$ cat config.mk
export PLATFORM = sky130hd
export DESIGN_NAME = sum_accumulator_flat
export DESIGN_NICKNAME = d
export VERILOG_FILES = /design/src/rtl/sum_accumulator_if.sv /design/src/rtl/sum_accumulator.sv /design/src/flat_wrapper.sv
export SDC_FILE = /design/constraint.sdc
export NUM_CORES = 1
export LEC_CHECK = 0
export ABC_AREA = 1
export CORE_AREA = 2 2 51 53
export DETAILED_ROUTE_END_ITERATION = 7
export DIE_AREA = 0 0 53 55
export PLACE_DENSITY = 0.83
export SLEW_MARGIN = 20
export SYNTH_ARGS = -nofsm -noshare
export SYNTH_HDL_FRONTEND = slang
export SYNTH_SLANG_ARGS = --single-unit
$ cat constraint.sdc
create_clock -name clk -period 4.05 [get_ports clk]
set_clock_uncertainty 0.1 [all_clocks]
set_input_delay 0.81 -clock clk [delete_from_list [all_inputs] [get_ports clk]]
set_output_delay 0.81 -clock clk [all_outputs]
set_load 0.05 [all_outputs]
$ cat src/rtl/sum_accumulator_if.sv
// sum_accumulator_if: adder-sample input and result output handshake bundle
interface sum_accumulator_if #(parameter int WIDTH = 4, parameter int ACC_WIDTH = 12);
  logic start, cout, in_valid, in_ready, ovf, out_valid, out_ready, busy;
  logic [WIDTH-1:0] sum;
  logic [ACC_WIDTH-1:0] acc;
  modport master(output start, sum, cout, in_valid, out_ready, input in_ready, acc, ovf, out_valid, busy);
  modport slave(input start, sum, cout, in_valid, out_ready, output in_ready, acc, ovf, out_valid, busy);
endinterface

$ cat src/rtl/sum_accumulator.sv
// sum_accumulator: sums COUNT {cout,sum} adder samples into a sticky-overflow accumulator
module sum_accumulator #(
  parameter int WIDTH = 4,
  parameter int COUNT = 16,
  parameter int ACC_WIDTH = 12
) (
  input logic clk,
  input logic rst,
  sum_accumulator_if.slave bus
);
  localparam int CW = $clog2(COUNT + 1);
  typedef enum logic [1:0] {IDLE, ACCUM, HOLD} state_t;
  state_t state, state_nx;
  logic [CW-1:0] count;
  logic [ACC_WIDTH-1:0] acc;
  logic ovf, accept, last;
  logic [ACC_WIDTH:0] sum_ext;
  assign accept = state == ACCUM && bus.in_valid;
  assign last = count == CW'(COUNT - 1);
  // one spare bit on top catches the carry out of the accumulator
  assign sum_ext = {1'b0, acc} + {{(ACC_WIDTH - WIDTH){1'b0}}, bus.cout, bus.sum};
  assign bus.in_ready = state == ACCUM;
  assign bus.out_valid = state == HOLD;
  assign bus.busy = state != IDLE;
  assign bus.acc = acc;
  assign bus.ovf = ovf;
  always_ff @(posedge clk or posedge rst)
    if (rst) state <= IDLE;
    else state <= state_nx;
  always_comb begin
    state_nx = state;
    case (state)
      IDLE: state_nx = bus.start ? ACCUM : IDLE;
      ACCUM: state_nx = accept && last ? HOLD : ACCUM;
      HOLD: state_nx = bus.out_ready ? IDLE : HOLD;
      default: state_nx = IDLE;
    endcase
  end
  always_ff @(posedge clk or posedge rst)
    if (rst) begin
      acc <= '0;
      ovf <= 1'b0;
      count <= '0;
    end else if (state == IDLE && bus.start) begin
      acc <= '0;
      ovf <= 1'b0;
      count <= '0;
    end else if (accept) begin
      acc <= sum_ext[ACC_WIDTH-1:0];
      ovf <= ovf | sum_ext[ACC_WIDTH];
      count <= count + 1'b1;
    end
endmodule

$ cat src/flat_wrapper.sv
// flat-port wrapper written by rule: the top's interface ports become plain ports
module sum_accumulator_flat 
#(
  parameter int WIDTH = 4,
  parameter int COUNT = 16,
  parameter int ACC_WIDTH = 12
)
  (clk, rst, bus_start, bus_sum, bus_cout, bus_in_valid, bus_out_ready, bus_in_ready, bus_acc, bus_ovf, bus_out_valid, bus_busy);
  sum_accumulator_if #(.WIDTH(WIDTH), .ACC_WIDTH(ACC_WIDTH)) bus_i ();
  input logic clk;
  input logic rst;
  input wire logic [$bits(bus_i.start)-1:0] bus_start;
  input wire logic [$bits(bus_i.sum)-1:0] bus_sum;
  input wire logic [$bits(bus_i.cout)-1:0] bus_cout;
  input wire logic [$bits(bus_i.in_valid)-1:0] bus_in_valid;
  input wire logic [$bits(bus_i.out_ready)-1:0] bus_out_ready;
  output wire logic [$bits(bus_i.in_ready)-1:0] bus_in_ready;
  output wire logic [$bits(bus_i.acc)-1:0] bus_acc;
  output wire logic [$bits(bus_i.ovf)-1:0] bus_ovf;
  output wire logic [$bits(bus_i.out_valid)-1:0] bus_out_valid;
  output wire logic [$bits(bus_i.busy)-1:0] bus_busy;
  assign bus_i.start = bus_start;
  assign bus_i.sum = bus_sum;
  assign bus_i.cout = bus_cout;
  assign bus_i.in_valid = bus_in_valid;
  assign bus_i.out_ready = bus_out_ready;
  assign bus_in_ready = bus_i.in_ready;
  assign bus_acc = bus_i.acc;
  assign bus_ovf = bus_i.ovf;
  assign bus_out_valid = bus_i.out_valid;
  assign bus_busy = bus_i.busy;
  sum_accumulator #(.WIDTH(WIDTH), .COUNT(COUNT), .ACC_WIDTH(ACC_WIDTH)) u_core (.clk(clk), .rst(rst), .bus(bus_i));
endmodule
# [Yosys cells after proc, flatten, opt, wreduce, memory -nomap -nowiden]
# Index checks and enable logic that the tools add are counted.
[totals] ff_bits=20 inputBits=10 output_inout_bits=16 wordCells=26
[classes] n_addsub=2 n_eq_ne=3 mux=10 bitwise=1 n_reduce_logical=6
[op_table] operator="12-bit two-way mux" count=2
[op_table] operator="12-bit by 5-bit adder with 13-bit output" count=1
[op_table] operator="5-bit two-way mux" count=2
[op_table] operator="2-bit one-hot mux with 3 select lines" count=1
[op_table] operator="5-bit by 1-bit adder with 5-bit output (second input constant)" count=1
[op_table] operator="5-bit by 4-bit equality test with 1-bit output (second input constant)" count=1
[op_table] operator="2-bit two-way mux" count=2
[op_table] operator="2-bit nonzero test" count=2
[op_table] operator="1-bit logical AND" count=3
[op_table] operator="1-bit two-way mux" count=3
[op_table] operator="2-bit by 1-bit equality test with 1-bit output (second input constant)" count=1
[op_table] operator="2-bit equality test (second input constant)" count=1
[op_table] operator="2-bit logical NOT" count=1
[op_table] operator="1-bit OR" count=1

# [Depth between registers and ports, before layout]
[depth] depth_word=5 depth_mapped=12 depth_no_buf=12

# [Worst setup path before layout]
# Ideal clock, no wire load.
[synth_path] path_type="input to register" startpoint="in bus_sum[0]" endpoint="reg u_core.acc[8], in the netlist u_core.bus.acc[8]" setup_time_ps=117 arrival_ps=1895 required_time_ps=3833 setup_slack_ps=1937 stages=11 n_path_buf=0 path_cell_list="ha_1 inv_1 fa_1 inv_1 nand2_1 nand2_1 nand3_1 nand2_1 nand3_1 nor2_1 nor2_1"
[synth_via] elab_chain_cells=3
[synth_rtl] item="start: declaration" line="flat_wrapper.sv:13" text="input wire logic [$bits(bus_i.sum)-1:0] bus_sum;"
[synth_rtl] item="12-bit by 5-bit adder with 13-bit output" line="sum_accumulator.sv:21" text="assign sum_ext = {1'b0, acc} + {{(ACC_WIDTH - WIDTH){1'b0}}, bus.cout, bus.sum};"
[synth_rtl] item="12-bit two-way mux" line="sum_accumulator.sv:48" text="end else if (accept) begin"
[synth_rtl] item="12-bit two-way mux" line="sum_accumulator.sv:44" text="end else if (state == IDLE && bus.start) begin"
[synth_rtl] item="end signal: assignment" line="sum_accumulator.sv:49" text="acc <= sum_ext[ACC_WIDTH-1:0];"
[synth_rtl] item="end: declaration" line="sum_accumulator.sv:15" text="logic [ACC_WIDTH-1:0] acc;"
# Every way passes these cells. The select of a mux whose other input is x is not followed.
# A chain may end at the register's enable or synchronous reset.

# [Final worst setup path]
[layout_path] startpoint="reg u_core.state[0]" endpoint="out bus_in_ready"
[layout_via] elab_chain_cells=1
[layout_rtl] item="start: declaration" line="sum_accumulator.sv:13" text="state_t state, state_nx;"
[layout_rtl] item="start signal: assignment" line="sum_accumulator.sv:29" text="else state <= state_nx;"
[layout_rtl] item="2-bit by 1-bit equality test with 1-bit output" line="sum_accumulator.sv:22" text="assign bus.in_ready = state == ACCUM;"
[layout_rtl] item="end: declaration" line="flat_wrapper.sv:17" text="output wire logic [$bits(bus_i.in_ready)-1:0] bus_in_ready;"
# Every way passes these cells.

==> impl_metrics.csv <==
group,metric,value,unit
finish,layout_common_cells,"nand2_1, clkdlybuf4s50_1, inv_1, nor2_1, dfrtp_1",
cts,clk-insertion-delay-late,0.31,ns
critical_path,arrival,1.76,ns
sta,timing.final.max_slew_violations,0,
sta,whs,0.390,ns
global_routing,grt_overflow,0,
floorplanning,die_w,53,um
drt,num_vias,1094,
power_and_ir_drop,peakVddDrop,0.463,mV
floorplanning,start_util,51.3,%
global_routing,grt_max_degree,21,
sta,finalCriticalPeriod,2.67,ns
drt,via_per_inst,5.11,
floorplanning,die_y,55,um
drt,wl_per_cell,12.2,um
critical_path,startpoint,"u_core.state[0]",
floorplanning,core.rowCount,18,
sta,setup_violations,0,
critical_path,reg2reg_from,"u_core.bus.acc[0]",
placed_design,gp_congestion,0.791,
cts,clkTransAtPathRegs,0.13,ns
finish,drive_gt1_share,7.07,%
finish,nets,203,
power_and_ir_drop,p_per_area,791,nW/um2
drt,drc,0,
finish,area_growth,25.4,%
sta,rsz0062_at_grt,"no",
logic_synthesis,syn_inst,158,
logic_synthesis,yosysSeqAreaShare,41.3,%
sta,worstMarginPinSlew,0.767,ns
global_routing,grt_pass1_vias,1044,
placed_design,dp_hpwl,1900,um
cts,cts_setup_buffers,0,
drt,drtPass1Iterations,4,
drt,drtIter0Drc,31,
logic_synthesis,avgSynthCellArea,7.67,um2
finish,antenna_cells,0,
hold_path,hp-class,"flop to flop",
drt,antenna_left,0,
power_and_ir_drop,power.total,1.20,mW
status,status,"completed",
logic_synthesis,yosys.area.top_type,"dfrtp_1",
cts,cts.sinks,20,
critical_path,critPathMaxFanout,3,
logic_synthesis,yosysWarnings,0,
cts,clockBufferDepth,2,
logic_synthesis,synth_top_area_share,41.3,%
sta,fmax,375,MHz
hold_path,hp-start,"u_core.count[3]",
cts,cts_root_buffer,"clkbuf_4",
cts,cts_made_buffers,3,
cts,cts_resized,0,
cts,h-tree-depth,1,
critical_path,crit_path_start_kind,"flop",
global_routing,grtUsageTotal,20.0,%
finish,utilization,64.3,%
floorplanning,ios,26,
sta,maxSlewHeadroom,48.8,%
flow_run,maxCapViolCount,0,
cts,cts-hold-fix-buffers,0,
floorplanning,core-area,2360,um2
global_routing,grt_pass1_wl,4270,um
placed_design,portBuffers,25,
floorplanning,dieArea,2920,um2
logic_synthesis,yosysUniqueCellTypes,25,
cts,cts_tree,"built",
global_routing,antenna_found_initial,0,
critical_path,required,3.14,ns
finish,layout_commonest_cell,"nand2_1",
power_and_ir_drop,leakage,0.766,nW
logic_synthesis,syn_area,1210,um2
logic_synthesis,syn_nets,176,
logic_synthesis,ys_ff_latch,20,
logic_synthesis,yosys-top-cells-area,"dfrtp_1, nand2_1, ha_1",
drt,wl,2620,um
critical_path,cp-end-kind,"output pin",
sta,hold_viol,0,
sta,finalSetupTns,0,ns
sta,period_share,65.8,%
critical_path,critical_path_class,"flop to output pin",
-- synth_stat cells --
cell type	count
o22ai_1	3
nand3_2	2
ha_1	7
buf_6	1
a21boi_1	1
or2_1	1
clkbuf_8	1
nor3_1	1
buf_4	1
fa_1	1
a32o_1	1
a21oi_1	7
a22o_1	2
inv_1	22
nand4_1	1
inv_2	2
or2_2	1
o21ai_0	6
a31oi_1	1
nand3_1	11
nand2_1	41
nand2_2	3
nor2_1	20
dfrtp_1	20
nor3_2	1
-- registers in the layout, indices dropped and copies added, names as in the netlist --
| register | flops |
|---|---|
| u_core.count | 5 |
| u_core.bus.ovf | 1 |
| u_core.state | 2 |
| u_core.bus.acc | 12 |
-- worst paths after layout --
path / endpoint / slack (ns) / cells past startpoint
max: bus_in_ready / 1.38 / 3
min: u_core.count[3] / 0.39 / 1
max reg2reg: u_core.bus.acc[8] / 2.20 / 12
min reg2reg: u_core.count[3] / 0.39 / 1
max in group asynchronous: u_core.bus.acc[2] / 2.54 / 2
min in group asynchronous: u_core.state[0] / 0.83 / 2
-- per-stage QoR --
step           setup slack, ns  instances  instance area, um2
3_3_place_gp              1.42        210                1470
3_5_place_dp              1.35        210                1470
2_1_floorplan             1.94        158                1210
4_1_cts                   1.40        214                1520
6_report                  1.38        214                1520
5_1_grt                   1.35        214                1520
-- routing by layer --
layer | wire, um | share of wire, % | global-route usage [%] | vias to the layer above
li1 | - | - | - | 557
met1 | 1230 | 47 | 25.4 | 518
met2 | 1320 | 50 | 35.6 | 19
met3 | 66 | 2.5 | 2.42 | 0
met4 | 0 | 0 | 6.41 | 0
met5 | 0 | 0 | 0 | -
-- critical path, stage by stage, from the launching register on --
cell and delay (ns):
dfrtp_1 0.41, inv_1 0.10, nor2_1 0.12, clkdlybuf4s50_1 0.81
-- report_power, final --
part / leakage [nW] / internal, mW / switching [mW] / total (mW)
registers: 0.254 / 0.275 / 0.0823 / 0.358
clock network: 0.0279 / 0.100 / 0.0681 / 0.168
logic: 0.484 / 0.232 / 0.445 / 0.677
total: 0.766 / 0.608 / 0.596 / 1.20
-- cells by family after synthesis --
group / share of synthesized area (%)
buf+inv: 10.1
fa+ha+maj: 8.87
compound gates: 10.3
simple gates: 29.4
flops: 41.3
-- layout make-up --
| type | instances | area [um2] |
|---|---|---|
| Sequential cell | 20 | 500 |
| Fill cell | 220 | 845 |
| Clock inverter | 1 | 30.0 |
| Clock buffer | 3 | 22.5 |
| Timing Repair Buffer | 25 | 250 |
| Multi-Input combinational cell | 111 | 589 |
| Inverter | 24 | 90.1 |
| Tap cell | 30 | 37.5 |
No activity file was read; power rests on OpenSTA's default activity.
